<file path="config.mk">
export PLATFORM = sky130hd
export DESIGN_NAME = zymason_digit_bank
export DESIGN_NICKNAME = d
export VERILOG_FILES = /design/src/rtl/zymason_digit_bank.sv
export SDC_FILE = /design/constraint.sdc
export NUM_CORES = 1
export LEC_CHECK = 0
export BUFFER_PORTS_ARGS = -buffer_cell sky130_fd_sc_hd__buf_2
export CAP_MARGIN = 20
export CORE_UTILIZATION = 30
export DETAILED_ROUTE_END_ITERATION = 10
export SLEW_MARGIN = 5
export SYNTH_ARGS = -nofsm -noshare
export SYNTH_HDL_FRONTEND = slang
export SYNTH_SLANG_ARGS = --single-unit
</file>
<file path="constraint.sdc">
create_clock -name clock -period 1.8 [get_ports clock]
set_clock_uncertainty 0.1 [all_clocks]
set_input_delay 0.18 -clock clock [delete_from_list [all_inputs] [get_ports clock]]
set_output_delay 0.18 -clock clock [all_outputs]
set_load 0.03 [all_outputs]
</file>
<file path="src/rtl/zymason_digit_bank.sv">
`default_nettype none
// ============================================================================
// Module   : zymason_digit_bank
// Brief    : Bank of NUM_DIGITS segment patterns with nibble-bus loading and
//            prescaled scan of the displayed digit. Optional blank-digit skip
//            on scan advance is enabled by defining ZYMASON_BLANK_SKIP_EN.
// Revision : 1.0 - initial parametrised release
// ============================================================================
module zymason_digit_bank #(
    parameter int NUM_DIGITS = 12,
    parameter int SEG_W      = 7,
    parameter int PRESCALE_W = 9,
    parameter int SPD_W      = 4
) (
    input  logic                          clock,
    input  logic                          reset_n,
    input  logic                          rw,
    input  logic                          sel,
    input  logic                          clr,
    input  logic [3:0]                    pin_in,
    input  logic [SPD_W-1:0]              spd,
    output logic [SEG_W-1:0]              seg_out,
    output logic [$clog2(NUM_DIGITS)-1:0] dig_idx,
    output logic                          pulse,
    output logic                          mode_out
);

    localparam int PTR_W = $clog2(NUM_DIGITS);
    localparam int HI_W  = SEG_W - 4;

    localparam logic [1:0] S_IDLE = 2'd0;
    localparam logic [1:0] S_SCAN = 2'd1;
    localparam logic [1:0] S_WLO  = 2'd2;
    localparam logic [1:0] S_WHI  = 2'd3;

    logic [1:0]            r_state;
    logic [1:0]            w_state_next;
    logic [SEG_W-1:0]      r_digits [NUM_DIGITS];
    logic [PTR_W-1:0]      r_ptr;
    logic [PTR_W-1:0]      w_ptr_inc;
    logic [PTR_W-1:0]      w_scan_next;
    logic [PRESCALE_W-1:0] r_presc;
    logic [SPD_W-1:0]      r_cnt;
    logic                  r_pulse;
    logic                  w_in_write;
    logic                  w_in_scan;
    logic                  w_write_next;
    logic                  w_advance_wr;
    logic                  w_tick;
    logic                  w_scan_fire;

    always_ff @(posedge clock or negedge reset_n) begin
        if (!reset_n) r_state <= S_IDLE;
        else          r_state <= w_state_next;
    end

    always_comb begin
        w_state_next = r_state;
        case (r_state)
            S_IDLE, S_SCAN: w_state_next = rw ? S_WLO : S_SCAN;
            S_WLO, S_WHI:   w_state_next = !rw ? S_SCAN : (sel ? S_WHI : S_WLO);
            default:        w_state_next = S_IDLE;
        endcase
    end

    always_comb begin
        w_in_write   = (r_state == S_WLO) || (r_state == S_WHI);
        w_in_scan    = (r_state == S_SCAN);
        w_write_next = (w_state_next == S_WLO) || (w_state_next == S_WHI);
        // Falling sel while in the high phase closes out the current digit
        w_advance_wr = (r_state == S_WHI) && rw && !sel;
    end

    assign w_tick      = (r_presc == '0);
    assign w_ptr_inc   = (r_ptr == PTR_W'(NUM_DIGITS - 1)) ? '0 : r_ptr + PTR_W'(1);
    assign w_scan_fire = w_in_scan && (spd != '0) && w_tick && (r_cnt == spd - SPD_W'(1));

`ifdef ZYMASON_BLANK_SKIP_EN
    logic             w_found;
    logic [PTR_W:0]   w_probe;

    // First non-blank digit after the pointer, cyclically; stay if none
    always_comb begin
        w_scan_next = r_ptr;
        w_found     = 1'b0;
        w_probe     = '0;
        for (int k = 1; k < NUM_DIGITS; k++) begin
            w_probe = {1'b0, r_ptr} + (PTR_W+1)'(k);
            if (w_probe >= (PTR_W+1)'(NUM_DIGITS))
                w_probe = w_probe - (PTR_W+1)'(NUM_DIGITS);
            if (!w_found && (r_digits[w_probe[PTR_W-1:0]] != '0)) begin
                w_found     = 1'b1;
                w_scan_next = w_probe[PTR_W-1:0];
            end
        end
    end
`else
    assign w_scan_next = w_ptr_inc;
`endif

    always_ff @(posedge clock or negedge reset_n) begin
        if (!reset_n) r_presc <= '0;
        else          r_presc <= r_presc + PRESCALE_W'(1);
    end

    always_ff @(posedge clock or negedge reset_n) begin
        if (!reset_n)                   r_cnt <= '0;
        else if (clr || w_write_next)   r_cnt <= '0;
        else if (spd == '0)             r_cnt <= '0;
        else if (w_scan_fire)           r_cnt <= '0;
        else if (w_in_scan && w_tick)   r_cnt <= r_cnt + SPD_W'(1);
    end

    always_ff @(posedge clock or negedge reset_n) begin
        if (!reset_n) r_pulse <= 1'b0;
        else          r_pulse <= w_scan_fire;
    end

    always_ff @(posedge clock or negedge reset_n) begin
        if (!reset_n)          r_ptr <= '0;
        else if (clr)          r_ptr <= '0;
        else if (w_advance_wr) r_ptr <= w_ptr_inc;
        else if (w_scan_fire)  r_ptr <= w_scan_next;
    end

    // The low-nibble write on an advancing cycle still targets the old pointer
    always_ff @(posedge clock or negedge reset_n) begin
        if (!reset_n) begin
            r_digits <= '{default: '0};
        end else if (clr) begin
            r_digits <= '{default: '0};
        end else if (w_in_write && rw) begin
            if (!sel) r_digits[r_ptr][3:0]       <= pin_in;
            else      r_digits[r_ptr][SEG_W-1:4] <= pin_in[HI_W-1:0];
        end
    end

    assign seg_out  = r_digits[r_ptr];
    assign dig_idx  = r_ptr;
    assign pulse    = r_pulse;
    assign mode_out = rw;

endmodule
`default_nettype wire
</file>
== Word level (Yosys, flattened, before mapping) ==
Cells that the tools add are included.

* Flip-flop bits (word level): 104
* Input port bits: 13
* Output and inout bits: 13
* Logic and storage cells: 76

* $add $sub $neg: 4
* $lt $le $gt $ge: 2
* Equal/unequal tests: 7
* Muxes and demuxes: 24
* Bitwise logic cells: 1
* Reduce and logical (&&, ||, !) cells: 21

{| class="wikitable"
|+ Operators by type and width
! operator !! count
|-
| 84-bit two-way mux || 3
|-
| 84-bit bitwise mux || 2
|-
| 7-bit demux with 4-bit select || 2
|-
| 4-bit two-way mux || 9
|-
| 7-bit binary-select mux with 4-bit select || 1
|-
| 7-bit two-way mux || 3
|-
| 9-bit by 1-bit adder with 9-bit output (second input constant) || 1
|-
| 9-bit zero test || 1
|-
| 4-bit by 1-bit adder with 4-bit output (second input constant) || 2
|-
| 2-bit == test (second input constant) || 4
|-
| 1-bit logical AND || 8
|-
| 4-bit nonzero test || 2
|-
| 5-bit greater-or-equal comparator (second input constant) || 1
|-
| 5-bit by 1-bit < comparator with 1-bit output (second input constant) || 1
|-
| 4-bit inverter with 5-bit output || 1
|-
| 4-bit == test || 1
|-
| 4-bit == test (second input constant) || 1
|-
| 4-bit zero test || 1
|-
| 2-bit two-way mux || 2
|-
| 2-bit one-hot mux with 2 select lines || 1
|-
| 2-bit OR reduction || 2
|-
| 4-bit by 1-bit subtractor with 4-bit output (second input constant) || 1
|-
| 1-bit logical OR || 3
|-
| 3-bit nonzero test || 1
|-
| 5 further kinds || 5
|}

== Logic depth before layout (Yosys ltp) ==
* Depth in word-level cells: 9
* Depth in mapped cells: 8

== Worst setup path after synthesis ==
Ideal clock, no wire load.

* Path type: register to output
* Start point: reg r_ptr[1] (netlist: dig_idx[1])
* End point: out seg_out[3]
* Arrival time: 2095 ps
* Required time: 1520 ps
* Path slack: -575 ps
* Cell stages (with the launch flop): 6
* Buffers on the path: 2
* Path through: dfrtp_1 -> buf_2 -> clkbuf_1 -> mux4_2 -> mux2i_1 -> o21ai_0

* Word-level cells in the longest chain between the ends: 4

{| class="wikitable"
|+ RTL lines
! what !! line !! source
|-
| start: declaration || 39 || <nowiki>logic [PTR_W-1:0] r_ptr;</nowiki>
|-
| start signal: assignment || 122 || <nowiki>else if (w_advance_wr) r_ptr <= w_ptr_inc;</nowiki>
|-
| start signal: assignment || 123 || <nowiki>else if (w_scan_fire) r_ptr <= w_scan_next;</nowiki>
|-
| 4-bit inverter with 5-bit output (not written as such) || 138 || <nowiki>assign seg_out = r_digits[r_ptr];</nowiki>
|-
| 7-bit binary-select mux with 4-bit select || 138 ||
|-
| 7-bit two-way mux (not written as such) (2 in series) || 138 ||
|-
| end: declaration || 22 || <nowiki>output logic [SEG_W-1:0] seg_out,</nowiki>
|}

No other way between the ends. The select of a mux whose other input is x is not followed.

== Worst setup path after layout ==
* Start point: reg r_ptr[0] (netlist: dig_idx[0])
* End point: out seg_out[6]

Same word-level chain as after synthesis.

==> results.sh <==
export IMPL_antenna_found_initial=0
export IMPL_synth_top_area_cell="dfrtp_1"
export IMPL_die_x_um=131.3
export IMPL_violations="setup timing"
export IMPL_place_gp_congestion=0.8113
export IMPL_dieHeight_um=131.3
export IMPL_worstPathMaxFanout=8
export IMPL_ant_nets=0
export IMPL_end_kind="primary output"
export IMPL_cts_sinks=104
export IMPL_cts_root_buf="clkbuf_16"
export IMPL_synth_top_area_frac=0.5191
export IMPL_clk_latency_ns=0.35
export IMPL_rows=46
export IMPL_synth_sequential_area_ratio=0.5191
export IMPL_start_util=0.3111
export IMPL_coreArea_mm2=0.01612
export IMPL_ys_flop_type="dfrtp_1"
export IMPL_cts_clk_slew_worst_paths_ns=0.07
export IMPL_ys_top_cells_by_count="118 x nand2_1, 115 x o21ai_0, 104 x dfrtp_1"
export IMPL_synthCells=487
export IMPL_ys_async_sr_fraction=1.000
export IMPL_portBuffers=25
export IMPL_power_leakage_nw=2.716
export IMPL_cts_tree="done"
export IMPL_ys_seq_elements=104
export IMPL_viasPerCell=5.077
export IMPL_wl_um=13050
export IMPL_required_ns=1.52
export IMPL_synth_most_common_cell="nand2_1"
export IMPL_drc=0
export IMPL_clock_path_buffers=2
export IMPL_startpoint_type="flip-flop"
export IMPL_htreeDepth=3
export IMPL_diodes=0
export IMPL_synthTopCellsByArea="dfrtp_1 52%, o21ai_0 11%, mux4_2 9.4%"
export IMPL_die_area_mm2=0.01723
export IMPL_period_share=1.212
export IMPL_syn_avg_cell_area_um2=10.29
export IMPL_fin_tns_setup_ns=-2.641
export IMPL_vias=3909
export IMPL_cp_arrival_ns=1.90
export IMPL_synth_nets=509
export IMPL_fin_nets=571
export IMPL_worst_slew_pin_slew_ns=0.7188
export IMPL_maxSlewHeadroom=0.5171
export IMPL_post_drt_wl_per_cell_um=16.95
export IMPL_io_pins=26
export IMPL_power_density_mw_per_mm2=821.4
export IMPL_min_period_ns=2.181
export IMPL_timing_hold_violations_final=0
export IMPL_synth_edf_count=0
export IMPL_ys_types=39
export IMPL_grt_ovfl_total=0
export IMPL_max_cap_violations=0
export IMPL_critical_path_class="flip-flop to primary output"
export IMPL_numCtsBuffers=9
export IMPL_syn2layout_area_growth_pct=29.15
export IMPL_whs_ns=0.01105
export IMPL_drv_slew=0
export IMPL_grt_pass1_wl_um=21170
export IMPL_fin_ws_ns=-0.3812
export IMPL_first_iter_violations=299
export IMPL_place_ws_ns=-0.1611
export IMPL_syn_area_mm2=0.005014
export IMPL_setup_viol=15
export IMPL_rsz0062_at_grt="yes"
export IMPL_grt_max_degree=68
export IMPL_yosysWarningCount=0
export IMPL_track_usage=0.1557
export IMPL_fmax_ghz=0.4585
export IMPL_dr_pass1_iters=4
export IMPL_min_path_type="primary input to flip-flop"
export IMPL_outcome="complete, but fails checks"
export IMPL_first_global_vias=4009
export IMPL_ir_drop_mv=0.4025
export IMPL_hpwl_um=9627
export IMPL_drive_gt1_frac=0.3538
==> state kept, by name, summed over array words and instances, names as in the netlist <==
register	cells
dig_idx	4
r_state	2
pulse	1
r_presc	9
r_cnt	4
r_digits	84
==> stage by stage <==
| step | utilization | area [µm²] | cells | power [mW] |
|---|---|---|---|---|
| after CTS | 0.3802 | 6127 | 765 | 5.224 |
| final | 0.4018 | 6475 | 770 | 5.318 |
| after detailed placement | 0.3530 | 5688 | 745 | 3.191 |
| after global routing | 0.4018 | 6475 | 770 | 5.503 |
| after floorplan | - | 5069 | 487 | 2.881 |
| after global placement | 0.3530 | 5688 | 745 | 3.174 |
==> cell type report <==
cell class | count | area [µm²]
multi-input cells | 354 | 2635
clock buffers | 10 | 239.0
flip-flops and latches | 104 | 2608
fillers | 1544 | 9641
repair buffers | 73 | 625.6
clock inverters | 6 | 67.56
well taps | 216 | 270.3
inverters | 7 | 30.03
==> critical path, stage by stage (launching register included) <==
cell,delay (ns)
dfrtp_2,0.44
buf_12,0.15
mux4_2,0.53
mux2i_2,0.19
o21ai_2,0.10
buf_6,0.14
==> path summary, 6_finish.rpt <==
kind | startpoint | endpoint | slack, ns | cells after the start
max | dig_idx[0]$_DFFE_PN0P_ | seg_out[6] | -0.38 | 5
min | sel | r_state[0]$_DFF_PN0_ | 0.01 | 3
max reg2reg | dig_idx[0]$_DFFE_PN0P_ | dig_idx[3]$_DFFE_PN0P_ | -0.05 | 9
min reg2reg | r_digits[29]$_DFFE_PN0P_ | r_digits[29]$_DFFE_PN0P_ | 0.38 | 2
max in group asynchronous | reset_n | r_state[1]$_DFF_PN0_ | 0.87 | 3
min in group asynchronous | reset_n | r_digits[83]$_DFFE_PN0P_ | 0.29 | 3
==> what timing repair did <==
| action | 4_1_cts | 5_1_grt |
|---|---|---|
| resized for setup | 29 | 108 |
| hold endpoints to repair | 106 | 0 |
| hold buffers | 2 | 0 |
| pin swaps | 3 | 8 |
| endpoints found under the setup margin | 13 | 95 |
| buffers inserted | 2 | 6 |
==> kinds of logic after synthesis <==
kind of cell	share of synthesized area
buffers and inverters	0.02421
flip-flops	0.5191
AND/OR/NAND/NOR	0.1645
multiplexers	0.1083
adder cells (fa/ha/maj)	0.02246
AO/OA/AOI/OAI	0.1388
XOR/XNOR	0.02271
==> placed cells by master, fill, tap and decap left out, types with 6 or more instances in the layout <==
cell	synthesis	final
and2_4	0	10
buf_2	4	16
buf_4	2	35
buf_6	0	16
clkbuf_16	0	9
dfrtp_1	104	100
mux2i_1	7	6
mux4_2	21	21
nand2_1	118	108
nand2_2	0	9
nand3_1	11	11
nor3_1	7	6
o21ai_0	115	59
o21ai_1	3	22
o21ai_2	0	33
xnor2_1	8	7
==> where the power goes <==
group / internal (mW) / switching, mW / leakage, nW
clock: 1.12 / 0.879 / 0.145
combinational: 0.379 / 0.519 / 1.15
sequential: 2.38 / 0.0421 / 1.42
total: 3.88 / 1.44 / 2.72
==> metal layers <==
layer  routed length (µm)  global-route usage
met5                    0                   0
met2                 6737              0.2733
met4                  214             0.05362
met1                 5638              0.1896
met3                  460             0.03125
Power figures use the tool's default switching activity.
